`config.mk`:
```
export PLATFORM = sky130hd
export DESIGN_NAME = qed_issue_scheduler
export DESIGN_NICKNAME = d
export VERILOG_FILES = /design/src/rtl/qed_pkg.sv /design/src/rtl/qed_dup_xform.sv /design/src/rtl/qed_issue_scheduler.sv
export SDC_FILE = /design/constraint.sdc
export NUM_CORES = 1
export LEC_CHECK = 0
export BUFFER_PORTS_ARGS = -buffer_cell sky130_fd_sc_hd__buf_2
export CORE_ASPECT_RATIO = 0.8
export CORE_UTILIZATION = 25
export CTS_CLUSTER_SIZE = 20
export DETAILED_ROUTE_END_ITERATION = 10
export REMOVE_ABC_BUFFERS = 1
export SETUP_SLACK_MARGIN = 0.05
export SYNTH_ARGS = -nofsm -noshare
export SYNTH_HDL_FRONTEND = slang
export SYNTH_SLANG_ARGS = --single-unit
```
`constraint.sdc`:
```
create_clock -name clk -period 6.3 [get_ports clk]
set_input_delay 1.26 -clock clk [delete_from_list [all_inputs] [get_ports clk]]
set_output_delay 1.26 -clock clk [all_outputs]
set_load 0.005 [all_outputs]
```
`src/rtl/qed_pkg.sv`:
```
// Shared QED scheduler definitions: FSM state type, RISC-V opcode constants, NOP encoding
// and the classifier that decides which originals get a duplicate.
// No ports; imported by qed_dup_xform and qed_issue_scheduler.
package qed_pkg;

    typedef enum logic [1:0] {
        ORIG = 2'd0,
        DUP  = 2'd1,
        DONE = 2'd2
    } qed_state_e;

    localparam logic [6:0] OP_R     = 7'b0110011;
    localparam logic [6:0] OP_I     = 7'b0010011;
    localparam logic [6:0] OP_LUI   = 7'b0110111;
    localparam logic [6:0] OP_LW    = 7'b0000011;
    localparam logic [6:0] OP_SW    = 7'b0100011;
    localparam logic [6:0] OP_B     = 7'b1100011;
    localparam logic [6:0] OP_JAL   = 7'b1101111;
    localparam logic [6:0] OP_AUIPC = 7'b0010111;
    localparam logic [6:0] OP_SYS   = 7'b1110011;
    localparam logic [6:0] OP_NOP   = 7'h7F;

    localparam logic [31:0] QED_NOP = 32'h0000_007F;

    // Only register/memory data-flow instructions get a duplicate; control flow,
    // AUIPC (PC-relative), SYSTEM and the NOP filler are issued once.
    function automatic logic is_dupable(input logic [6:0] op);
        case (op)
            OP_R, OP_I, OP_LUI, OP_LW, OP_SW:            return 1'b1;
            OP_B, OP_JAL, OP_AUIPC, OP_SYS, OP_NOP:      return 1'b0;
            default:                                     return 1'b0;
        endcase
    endfunction

endpackage

```
`src/rtl/qed_dup_xform.sv`:
```
// Combinational original->duplicate transform: remaps the register fields each format uses
// into the duplicate register bank and moves LW/SW into the duplicate memory half.
// Ports: instr (32b original in), dup (32b duplicate out). Zero latency, no flow control.
module qed_dup_xform
    import qed_pkg::*;
#(
    parameter int REG_OFFSET     = 16,
    parameter int MEM_OFFSET_BIT = 6
) (
    input  logic [31:0] instr,
    output logic [31:0] dup
);

    localparam logic [4:0] OFS = 5'(REG_OFFSET);
    // I-immediate bit k sits at instr[20+k]; for the S-immediate, bits 11:5 sit at
    // instr[31:25], so bit k (k>=5) is also at instr[20+k].
    localparam int IMM_BIT = 20 + MEM_OFFSET_BIT;

    // x0 stays x0 in both streams so hardwired-zero semantics are preserved.
    function automatic logic [4:0] remap(input logic [4:0] r);
        return (r == 5'd0) ? r : r + OFS;
    endfunction

    always_comb begin
        dup = instr;
        case (instr[6:0])
            OP_R: begin
                dup[11:7]  = remap(instr[11:7]);
                dup[19:15] = remap(instr[19:15]);
                dup[24:20] = remap(instr[24:20]);
            end
            OP_I: begin
                dup[11:7]  = remap(instr[11:7]);
                dup[19:15] = remap(instr[19:15]);
            end
            OP_LUI: begin
                dup[11:7]  = remap(instr[11:7]);
            end
            OP_LW: begin
                dup[11:7]    = remap(instr[11:7]);
                dup[19:15]   = remap(instr[19:15]);
                dup[IMM_BIT] = 1'b1;
            end
            OP_SW: begin
                dup[19:15]   = remap(instr[19:15]);
                dup[24:20]   = remap(instr[24:20]);
                dup[IMM_BIT] = 1'b1;
            end
            default: dup = instr;
        endcase
    end

endmodule

```
`src/rtl/qed_issue_scheduler.sv`:
```
// QED issue scheduler: ORIG phase passes instructions through and buffers duplicables,
// DUP phase replays them transformed, DONE emits NOPs with qed_ready held until reset.
// Latency 1 cycle input->qed_ifu_instruction; stall_IF freezes every register incl. FIFO.
// Ports: clk, reset (sync, active-high), ifu_qed_instruction[31:0], exec_dup, stall_IF,
//        qed_ifu_instruction[31:0], qed_vld_out, qed_ready, qed_fifo_full.
// Optional macro QED_SCHED_ASSERT_EN embeds SVA properties; behaviour is unchanged.
module qed_issue_scheduler
    import qed_pkg::*;
#(
    parameter int DEPTH          = 8,
    parameter int REG_OFFSET     = 16,
    parameter int MEM_OFFSET_BIT = 6
) (
    input  logic        clk,
    input  logic        reset,
    input  logic [31:0] ifu_qed_instruction,
    input  logic        exec_dup,
    input  logic        stall_IF,
    output logic [31:0] qed_ifu_instruction,
    output logic        qed_vld_out,
    output logic        qed_ready,
    output logic        qed_fifo_full
);

    localparam int AW = $clog2(DEPTH);
    localparam int CW = $clog2(DEPTH + 1) + 1;

    qed_state_e      state, state_nxt;
    logic [31:0]     mem [DEPTH];
    logic [AW:0]     wr_ptr, rd_ptr;
    logic [AW:0]     occ, occ_post;
    logic [CW-1:0]   orig_cnt, dup_cnt, orig_nxt, dup_nxt;
    logic            push, pop, full;
    logic [31:0]     head_dup, instr_nxt;
    logic            ready_nxt;

    // Wrap-bit pointers: equal -> empty, MSB-only difference -> full.
    assign full          = (wr_ptr[AW] != rd_ptr[AW]) && (wr_ptr[AW-1:0] == rd_ptr[AW-1:0]);
    assign occ           = wr_ptr - rd_ptr;
    assign qed_fifo_full = full;

    assign push     = (state == ORIG) && !stall_IF && is_dupable(ifu_qed_instruction[6:0]);
    assign pop      = (state == DUP) && !stall_IF;
    assign occ_post = occ + (AW+1)'(push);
    assign orig_nxt = orig_cnt + CW'(push);
    assign dup_nxt  = dup_cnt + CW'(pop);

    qed_dup_xform #(
        .REG_OFFSET     (REG_OFFSET),
        .MEM_OFFSET_BIT (MEM_OFFSET_BIT)
    ) u_xform (
        .instr (mem[rd_ptr[AW-1:0]]),
        .dup   (head_dup)
    );

    always_comb begin
        state_nxt = state;
        instr_nxt = QED_NOP;
        case (state)
            ORIG: begin
                instr_nxt = ifu_qed_instruction;
                // Decide on post-push occupancy so the current input is buffered first;
                // exec_dup alone never leaves ORIG with nothing to replay.
                if ((exec_dup && occ_post != '0) || occ_post == (AW+1)'(DEPTH))
                    state_nxt = DUP;
            end
            DUP: begin
                instr_nxt = head_dup;
                if (occ == (AW+1)'(1))
                    state_nxt = DONE;
            end
            DONE:    instr_nxt = QED_NOP;
            default: state_nxt = ORIG;
        endcase
        // Raised on the same edge as the final duplicate so the check sees a completed pair set.
        ready_nxt = qed_ready ||
                    (state_nxt == DONE && orig_nxt == dup_nxt && orig_nxt != '0);
    end

    always_ff @(posedge clk) begin
        if (reset)
            state <= ORIG;
        else if (!stall_IF)
            state <= state_nxt;
    end

    always_ff @(posedge clk) begin
        if (reset) begin
            wr_ptr              <= '0;
            rd_ptr              <= '0;
            orig_cnt            <= '0;
            dup_cnt             <= '0;
            qed_ifu_instruction <= QED_NOP;
            qed_vld_out         <= 1'b0;
            qed_ready           <= 1'b0;
        end else if (!stall_IF) begin
            wr_ptr              <= wr_ptr + (AW+1)'(push);
            rd_ptr              <= rd_ptr + (AW+1)'(pop);
            orig_cnt            <= orig_nxt;
            dup_cnt             <= dup_nxt;
            qed_ifu_instruction <= instr_nxt;
            qed_vld_out         <= 1'b1;
            qed_ready           <= ready_nxt;
        end
    end

    // Storage is not reset; the pointers alone define validity.
    always_ff @(posedge clk) begin
        if (!reset && push)
            mem[wr_ptr[AW-1:0]] <= ifu_qed_instruction;
    end

`ifdef QED_SCHED_ASSERT_EN
    a_no_push_full: assert property (@(posedge clk) disable iff (reset)
        push |-> !full);
    a_no_pop_empty: assert property (@(posedge clk) disable iff (reset)
        pop |-> (wr_ptr != rd_ptr));
    a_ready_counts: assert property (@(posedge clk) disable iff (reset)
        qed_ready |-> (orig_cnt == dup_cnt && orig_cnt != '0));
    a_done_sticky: assert property (@(posedge clk) disable iff (reset)
        (state == DONE) |=> (state == DONE));
    a_stall_hold: assert property (@(posedge clk) disable iff (reset)
        stall_IF |=> ($stable(qed_ifu_instruction) && $stable(qed_vld_out) &&
                      $stable(qed_ready) && $stable(qed_fifo_full)));
`else
    // Plain build: no embedded properties.
`endif

endmodule

```
==> results.toml, run 1 <==
[outcome]
outcome = "completed"

[global_route]
grt_first_pass_wirelength_mm = 44.2
grt_pass1_vias = 6794
grt-ovfl-total = 0
grt_start_max_net_pins = 57
track_usage_pct = 11.5
number_of_antenna_violations_at_the_first_check_in_global_routing = 2

[synth]
synthDistinctLibCells = 57
post_synthesis_sequential_area_ratio_pct = 70.0
synth.avg_cell_area_um2 = 17.2
share_of_synthesized_registers_carrying_an_async_set_or_reset_pct = 0
netlist_instances = 734
mappedNetlistArea_mm2 = 0.0126
synth_warnings = 0
synthFlopType = "sky130_fd_sc_hd__edfxtp_1"
synth_edf_count = 256
yosys_register_bits = 313

[placed_design]
number_of_instances_in_the_placed_design = 1452
placement.setup.worst_slack_ns = 1.91
globalplace.congestion = 0.714
io_buffers = 70
detailedPlacementHpwl_mm = 17.5

[clock_tree]
postCtsHoldBufs = 0
post_cts_buffers = 0
clk-insertion-delay-late_ns = 0.56
cts_sinks = 313
cts_inserted_buffers = 30
clkSlewWorstSetupHoldPaths_ns = 0.06
tritoncts = "built"
cts.repair.resized = 0
cts_htree_levels = 1
cts_buffer_depth = 3
clock_tree.root_cell = "sky130_fd_sc_hd__clkbuf_16"

[worst_hold_path]
min_to = "qed_vld_out"
min-delay-start = "qed_vld_out"
hp-class = "register to register"
worst_hold_path.num_cells = 2

[detailed_routing]
first_iter_violations = 527
ant_nets = 0
via_per_inst = 4.49
drt-pass1-iter-count = 5
routedWlPerCell_um = 19.3
drcViolationCount = 0
wl_mm = 29.1
routed-via-count = 6769

[sta]
final_min_period_over_clock_period_pct = 59.3
finalSetupViolations = 0
clock-skew-final_ns = 0.0108
final_min_period_ns = 3.74
report.final.hold_viol_count = 0
setup_ws_ns = 2.56
grt_setup_unrepaired = "no"
totalNegativeSetupSlack_ns = 0
fin_hold_ws_ns = 0.449
slew_limit_headroom_pct = 19.3
max_freq_ghz = 0.268
finalMaxSlewViolations = 0
max_slew.worst_pin.slew_ns = 1.18

[worst_setup_path]
timing.critical_path.fanout_max = 24
critPathRequiredTime_ns = 6.56
type_of_destination_of_the_critical_path = "register"
worst-setup-path-type = "input pin to register"
rrSetupSlack_ns = 2.91
timing.critical_path.from_type = "input pin"
reg2reg_depth = 7
worstReg2RegEnd = "mem[5][9]"
critPathLaunch = "stall_IF"
timing.critical_path.arrival_ns = 4.00
critical_register_to_register_path_startpoint = "state[1]"

[run]
cap_viol_max_count = 0

[power_and_ir_drop]
report.power.total_w = 0.00422
max_rail_drop_vdd_v = 0.000214
power_density_mw_per_mm2 = 286
leakagePower_nw = 4.74

[floorplan]
die_w_um = 253
ioPinCount = 71
std_cell_rows = 73
dieArea_mm2 = 0.0514
core-area_mm2 = 0.0498
height_of_the_die_um = 203
effective_utilization_at_floorplan_pct = 25.4

[layout]
final_cell_mix = "256 x sky130_fd_sc_hd__edfxtp_1, 72 x sky130_fd_sc_hd__nor2_1, 70 x sky130_fd_sc_hd__buf_2, 63 x sky130_fd_sc_hd__mux4_2, 53 x sky130_fd_sc_hd__dfxtp_1"
n_antenna_cell = 0
synthesis_to_finish_area_growth_pct = 17.1
post_route_cells_drive_above_1_share_pct = 27.3
mostFrequentLayoutCell = "sky130_fd_sc_hd__edfxtp_1"
finish.net_count = 859
post_layout_nonfiller_instances = 1507
==> critical path, stage by stage <==
cell	delay (ns)
sky130_fd_sc_hd__buf_2	0.10
sky130_fd_sc_hd__or2_2	0.58
sky130_fd_sc_hd__nor4b_1	0.34
sky130_fd_sc_hd__nand3_1	0.19
sky130_fd_sc_hd__nor2_1	0.16
sky130_fd_sc_hd__nand2_1	0.22
sky130_fd_sc_hd__nor2_4	0.80
sky130_fd_sc_hd__buf_4	0.33
==> synthesized netlist by cell type, types with 8 or more instances <==
library cell	number	area [um2]
sky130_fd_sc_hd__dfxtp_1	57	1140
sky130_fd_sc_hd__a21oi_1	29	145
sky130_fd_sc_hd__nor2b_1	11	68.8
sky130_fd_sc_hd__mux2_2	11	124
sky130_fd_sc_hd__ha_1	13	163
sky130_fd_sc_hd__mux4_2	63	1420
sky130_fd_sc_hd__xnor2_1	11	96.3
sky130_fd_sc_hd__nand3_1	11	55.1
sky130_fd_sc_hd__buf_2	9	45.0
sky130_fd_sc_hd__nor2_1	78	293
sky130_fd_sc_hd__edfxtp_1	256	7690
sky130_fd_sc_hd__nand2b_1	8	50.1
sky130_fd_sc_hd__nand2_1	11	41.3
sky130_fd_sc_hd__clkbuf_1	21	78.8
sky130_fd_sc_hd__a211oi_1	20	150
sky130_fd_sc_hd__xor2_1	10	87.6
sky130_fd_sc_hd__mux2i_1	30	300
sky130_fd_sc_hd__inv_1	10	37.5
==> registers in the layout, indices dropped and copies added, names as in the netlist, named ones only <==
signal	cells
wr_ptr	4
qed_ready	1
rd_ptr	4
qed_vld_out	1
qed_ifu_instruction	32
dup_cnt	5
orig_cnt	5
mem	256
state	2
==> cells by family (layout without fill, tap and decap cells) <==
logic type | Yosys count | after routing | share of synthesized area, %
DFF | 313 | 313 | 70.0
and+or+nand+nor | 141 | 141 | 5.26
muxes | 108 | 108 | 15.2
AOI/OAI and AO/OA | 83 | 83 | 4.42
buffers and inverters | 53 | 151 | 2.06
xor gates and xnor gates | 22 | 22 | 1.65
adders and majority gates | 14 | 14 | 1.45
==> routing by layer <==
layer	vias up	share of wire [%]	global-route usage [%]
met1	3493	48	16.7
met2	198	45	17.7
met5	-	0.052	0
met4	2	1.5	2.21
met3	38	5.4	2.27
li1	3038	-	-
==> stage by stage <==
step	util [%]	area, um2
after floorplan	-	12400
after global placement	27.7	13800
after detailed placement	27.7	13800
after CTS	29.7	14800
after global routing	29.7	14800
final	29.7	14800
==> cell type report <==
cell class | count | area (um2)
clock buffer | 35 | 791
multi-input combinational | 368 | 3590
inverter | 11 | 41.3
sequential | 313 | 8840
clock inverter | 20 | 210
tap | 675 | 845
timing repair buffer | 85 | 463
fill | 4910 | 35000
==> worst max path at each step <==
stage,endpoint,cells past startpoint
after floorplan,mem[1][0],6
after global placement,mem[5][8],8
after detailed placement,mem[5][13],8
after CTS,mem[5][31],8
after global routing,qed_ready,12
final,mem[5][9],8
==> power breakdown <==
part / switching [W] / total [W] / internal [W]
Clock: 0.000781 / 0.00184 / 0.00106
Sequential: 0.0000100 / 0.00226 / 0.00225
Combinational: 0.0000797 / 0.000121 / 0.0000414
Power figures use the tool's default switching activity.
==> run 2, diff against run 1 <==
clock period = 3.35 ns   (was 6.3 ns; I/O delays follow)
==> results.toml, run 2 (synthesized netlist as in run 1, its figures left out) <==
[floorplan]
std_cell_rows = 73
core-area_mm2 = 0.0498
dieArea_mm2 = 0.0514
height_of_the_die_um = 203
ioPinCount = 71
die_w_um = 253
effective_utilization_at_floorplan_pct = 25.4

[worst_setup_path]
reg2reg_depth = 11
type_of_destination_of_the_critical_path = "register"
timing.critical_path.from_type = "register"
slowest_delay_ns = 0.39
worst-setup-path-type = "register to register"
rrSetupSlack_ns = 0.58
timing.critical_path.arrival_ns = 3.25
timing.critical_path.slowest_stage_cell = "sky130_fd_sc_hd__or4_1"
worstReg2RegEnd = "qed_ready"
critical-path-top-cell-by-count = "sky130_fd_sc_hd__ha_1"
critical_register_to_register_path_startpoint = "state[1]"
critPathRequiredTime_ns = 3.83
timing.critical_path.fanout_max = 3
crit_chain = "or2_2 > nor4b_1 > nand3_1 > inv_1 > ha_1 > ha_1 > xor2_1 > or4_1 > nor4_1 > o21ai_1 > o22ai_1"

[clock_tree]
post_cts_buffers = 0
cts_buffer_depth = 3
tritoncts = "built"
cts_htree_levels = 1
cts_sinks = 313
clkSlewWorstSetupHoldPaths_ns = 0.07
postCtsHoldBufs = 0
clk-insertion-delay-late_ns = 0.57
cts_inserted_buffers = 29
clock_tree.root_cell = "sky130_fd_sc_hd__clkbuf_16"
cts.repair.resized = 0

[detailed_routing]
drcViolationCount = 0
via_per_inst = 4.40
drt-pass1-iter-count = 5
wl_mm = 29.2
first_iter_violations = 459
ant_nets = 0
routedWlPerCell_um = 19.2
routed-via-count = 6690

[sta]
final_min_period_ns = 2.77
max_freq_ghz = 0.361
finalMaxSlewViolations = 0
max_slew.worst_pin.slew_ns = 0.765
report.final.hold_viol_count = 0
setup_ws_ns = 0.576
finalSetupViolations = 0
final_min_period_over_clock_period_pct = 82.8
clock-skew-final_ns = 0.0176
slew_limit_headroom_pct = 48.8
grt_setup_unrepaired = "no"
fin_hold_ws_ns = 0.382
totalNegativeSetupSlack_ns = 0

[global_route]
grt_first_pass_wirelength_mm = 44.5
grt_pass1_vias = 6941
grt_start_max_net_pins = 54
track_usage_pct = 11.6
grt-ovfl-total = 0
number_of_antenna_violations_at_the_first_check_in_global_routing = 3

[power_and_ir_drop]
max_rail_drop_vdd_v = 0.000441
report.power.total_w = 0.00801
power_density_mw_per_mm2 = 533
leakagePower_nw = 4.84

[layout]
final_area_mm2 = 0.0150
synthesis_to_finish_area_growth_pct = 18.9
post_route_cells_drive_above_1_share_pct = 28.4
largest_reg_flops = 256
finish.net_count = 871
mostFrequentLayoutCell = "sky130_fd_sc_hd__edfxtp_1"
final_cell_mix = "256 x sky130_fd_sc_hd__edfxtp_1, 72 x sky130_fd_sc_hd__nor2_1, 70 x sky130_fd_sc_hd__buf_2, 63 x sky130_fd_sc_hd__mux4_2, 53 x sky130_fd_sc_hd__dfxtp_1"

[placed_design]
globalplace.congestion = 0.762
io_buffers = 70
post_dp_cell_area_mm2 = 0.0140
detailedPlacementHpwl_mm = 17.7
placement.setup.worst_slack_ns = 0.0286

[run]
cap_viol_max_count = 0

[worst_hold_path]
min-delay-start = "ifu_qed_instruction[9]"
hp-class = "input pin to register"
worst_hold_path.num_cells = 1
min_to = "mem[4][9]"

[outcome]
outcome = "completed"
run 2: worst max-delay path, delay by kind of cell (launching register included):
family	cells	cell delay [ns]
adder cells (fa/ha/maj)	2	0.44
AO/OA/AOI/OAI	2	0.22
XOR/XNOR	1	0.15
flip-flops	1	0.31
AND/OR/NAND/NOR	5	1.43
buffers and inverters	1	0.14
run 2: metrics by stage:
step | instances | util (%)
final | 1521 | 30.2
after floorplan | 692 | -
after detailed placement | 1465 | 28.1
after CTS | 1519 | 30.1
after global routing | 1519 | 30.1
after global placement | 1465 | 28.1
run 2: layout make-up:
cell class,count,area [um2]
clock inverters,15,206
well taps,675,845
inverters,11,41.3
fillers,4891,34800
diodes,2,5.00
repair buffers,98,673
clock buffers,39,813
multi-input cells,368,3590
flip-flops and latches,313,8840
run 2: worst max path at each step:
stage                      to  depth (start not counted)  startpoint  slack (ns)
floorplan           mem[1][0]                          6    stall_IF       -1.03
global placement    qed_ready                         13    stall_IF        0.09
detailed placement  qed_ready                         12    stall_IF        0.03
CTS                 qed_ready                         11    state[1]        0.52
global route        qed_ready                         11    state[1]        0.32
finish              qed_ready                         11    state[1]        0.58
run 2: report_power, final:
part           switching (W)  leakage (nW)  internal, W
Combinational       0.000148          1.58    0.0000795
Clock                0.00145         0.497      0.00209
Sequential         0.0000189          2.77      0.00423
run 2: routing by layer:
metal	GRT usage (%)	share of wire, %	up-vias
met2	18.5	46	158
li1	-	-	3058
met4	2.01	1.4	4
met5	0	0.079	-
met3	2.54	6.1	35
met1	16.3	46	3435
==> run 3, diff against run 2 <==
ABC_AREA = 1   (was default)
clock period = 2.29 ns   (was 3.35 ns; I/O delays follow)
==> results.toml, run 3 <==
[global_route]
grt_start_max_net_pins = 69
track_usage_pct = 12.9
grt_pass1_vias = 8933
grt_first_pass_wirelength_mm = 53.1
number_of_antenna_violations_at_the_first_check_in_global_routing = 3
grt-ovfl-total = 0

[detailed_routing]
drcViolationCount = 0
detailroute.wirelength.met3_mm = 1.68
total_met2_wirelength_after_detailed_routing_mm = 15.9
drt-pass1-iter-count = 5
via_per_inst = 4.54
routed-via-count = 9230
top_layer = "met5"
first_iter_violations = 815
wl_mm = 35.0
detailed_route_wire_length_on_metal_1_mm = 16.4
ant_nets = 0
routedWlPerCell_um = 17.2

[sta]
final_min_period_over_clock_period_pct = 94.5
report.final.hold_viol_count = 0
finalSetupViolations = 0
clock-skew-final_ns = 0.0147
slew_limit_headroom_pct = 54.0
max_freq_ghz = 0.462
grt_setup_unrepaired = "yes"
finalMaxSlewViolations = 0
fin_hold_ws_ns = 0.181
max_slew.worst_pin.slew_ns = 0.690
final_min_period_ns = 2.16

[worst_setup_path]
timing.critical_path.fanout_max = 68
timing.critical_path.from_type = "register"
type_of_destination_of_the_critical_path = "register"
critPathRequiredTime_ns = 2.73
rrSetupSlack_ns = 0.13
reg2reg_depth = 12
worst-setup-path-type = "register to register"
timing.critical_path.arrival_ns = 2.60
worstReg2RegEnd = "qed_ifu_instruction[19]"

[clock_tree]
cts_buffer_depth = 3
postCtsHoldBufs = 0
cts_sinks = 313
clk-insertion-delay-late_ns = 0.57
cts_htree_levels = 1
tritoncts = "built"
clkSlewWorstSetupHoldPaths_ns = 0.07
cts_inserted_buffers = 31
clock_tree.root_cell = "sky130_fd_sc_hd__clkbuf_16"

[synth]
share_of_synthesized_registers_carrying_an_async_set_or_reset_pct = 0
synthFlopType = "sky130_fd_sc_hd__edfxtp_1"
synth_edf_count = 256
yosys_register_bits = 313
cell_with_the_most_instances_after_synthesis = "sky130_fd_sc_hd__edfxtp_1"
mappedNetlistArea_mm2 = 0.0131
synthDistinctLibCells = 33
synthTopCellsByArea = "sky130_fd_sc_hd__edfxtp_1 59%, sky130_fd_sc_hd__dfxtp_1 8.7%, sky130_fd_sc_hd__nand2_1 6.1%"
synth_area_leader_cell = "sky130_fd_sc_hd__edfxtp_1"
synth_largest_type_area_fraction_pct = 58.7
synth_common_cells = "256 x sky130_fd_sc_hd__edfxtp_1, 212 x sky130_fd_sc_hd__nand2_1, 180 x sky130_fd_sc_hd__nor2_1"
synth.avg_cell_area_um2 = 10.7
netlist_instances = 1219
post_synthesis_sequential_area_ratio_pct = 67.4
synth_warnings = 0

[power_and_ir_drop]
leakagePower_nw = 5.89
report.power.total_w = 0.0129
max_rail_drop_vdd_v = 0.000631
power_density_mw_per_mm2 = 806

[floorplan]
ioPinCount = 71
effective_utilization_at_floorplan_pct = 25.5
core-area_mm2 = 0.0514
std_cell_rows = 74
dieArea_mm2 = 0.0533
height_of_the_die_um = 207
die_w_um = 258

[layout]
final_cell_mix = "256 x sky130_fd_sc_hd__edfxtp_1, 212 x sky130_fd_sc_hd__nand2_1, 174 x sky130_fd_sc_hd__nor2_1, 136 x sky130_fd_sc_hd__o21ai_0"
synthesis_to_finish_area_growth_pct = 22.0
finish.net_count = 1375
post_route_cells_drive_above_1_share_pct = 18.2
mostFrequentLayoutCell = "sky130_fd_sc_hd__edfxtp_1"
n_antenna_cell = 0
largest_reg_flops = 256

[worst_hold_path]
worst_hold_path.num_cells = 1
min_to = "mem[7][28]"
hp-class = "input pin to register"
min-delay-start = "ifu_qed_instruction[28]"

[placed_design]
io_buffers = 70
globalplace.congestion = 0.781
detailedPlacementHpwl_mm = 20.9

[outcome]
outcome = "completed"

[run]
cap_viol_max_count = 0
## run 3: routing by layer
metal  global-route usage, %  vias up
met3                    1.88       69
met1                    17.9     4464
met5                       0        -
met2                    20.9      250
met4                    3.68        4
li1                        -     4443
## run 3: power by group
group | switching (W) | internal, W | total (W)
clock | 0.00221 | 0.00328 | 0.00549
combinational | 0.000734 | 0.000382 | 0.00112
sequential | 0.0000504 | 0.00622 | 0.00627
## run 3: cell families after synthesis
| kind of cell | share of synthesized area (%) |
|---|---|
| adders and majority gates | 1.40 |
| AOI/OAI and AO/OA | 11.2 |
| xor gates and xnor gates | 0.803 |
| and+or+nand+nor | 14.1 |
| buffers and inverters | 5.07 |
| DFF | 67.4 |
## run 3: worst max-delay path by stage
stage | end | startpoint | slack (ns) | depth (start not counted)
CTS | qed_ready | state[1] | 0.03 | 14
floorplan | qed_ifu_instruction[11] | register | -2.43 | 13
global placement | qed_ready | stall_IF | -0.33 | 15
global route | state[0] | state[1] | 0.02 | 15
finish | qed_ifu_instruction[19] | register | 0.13 | 12
detailed placement | qed_ready | stall_IF | -0.38 | 15
## run 3: what timing repair did
| action | CTS | global route |
|---|---|---|
| resized for setup | 10 | 38 |
| setup endpoints to repair | 4 | 4 |
| buffers inserted | 1 | 4 |
| pin swaps | 3 | 10 |
## run 3: stage by stage
step / instances / area, um2 / util, % / worst slack [ns] / setup TNS, ns
detailed placement: 1971 / 14600 / 28.5 / -0.379 / -18.80
global route: 2033 / 16000 / 31.1 / 0.0209 / 0
floorplan: 1150 / 12700 / - / -2.43 / -409.77
CTS: 2029 / 15800 / 30.7 / 0.0336 / 0
finish: 2033 / 16000 / 31.1 / 0.126 / 0
global placement: 1971 / 14600 / 28.5 / -0.328 / -16.29
## run 3: layout make-up
| type | instances | area [um2] |
|---|---|---|
| Clock buffer | 39 | 846 |
| Fill cell | 5197 | 35400 |
| Timing Repair Buffer | 142 | 1040 |
| Clock inverter | 18 | 250 |
| Inverter | 79 | 302 |
| Tap cell | 684 | 856 |
| Sequential cell | 313 | 8840 |
| Multi-Input combinational cell | 758 | 3840 |
## run 3: worst max-delay path, stage by stage (launching register included)
cell and delay, ns:
sky130_fd_sc_hd__dfxtp_4 0.39, sky130_fd_sc_hd__buf_16 0.27, sky130_fd_sc_hd__nand2_1 0.09, sky130_fd_sc_hd__nand3_1 0.12, sky130_fd_sc_hd__nand2_1 0.07, sky130_fd_sc_hd__nand2_1 0.05, sky130_fd_sc_hd__nand2_1 0.12, sky130_fd_sc_hd__a21oi_2 0.20
sky130_fd_sc_hd__nand2_1 0.11, sky130_fd_sc_hd__nor2_2 0.20, sky130_fd_sc_hd__nand2_1 0.08, sky130_fd_sc_hd__nand3_1 0.18, sky130_fd_sc_hd__a21oi_1 0.09
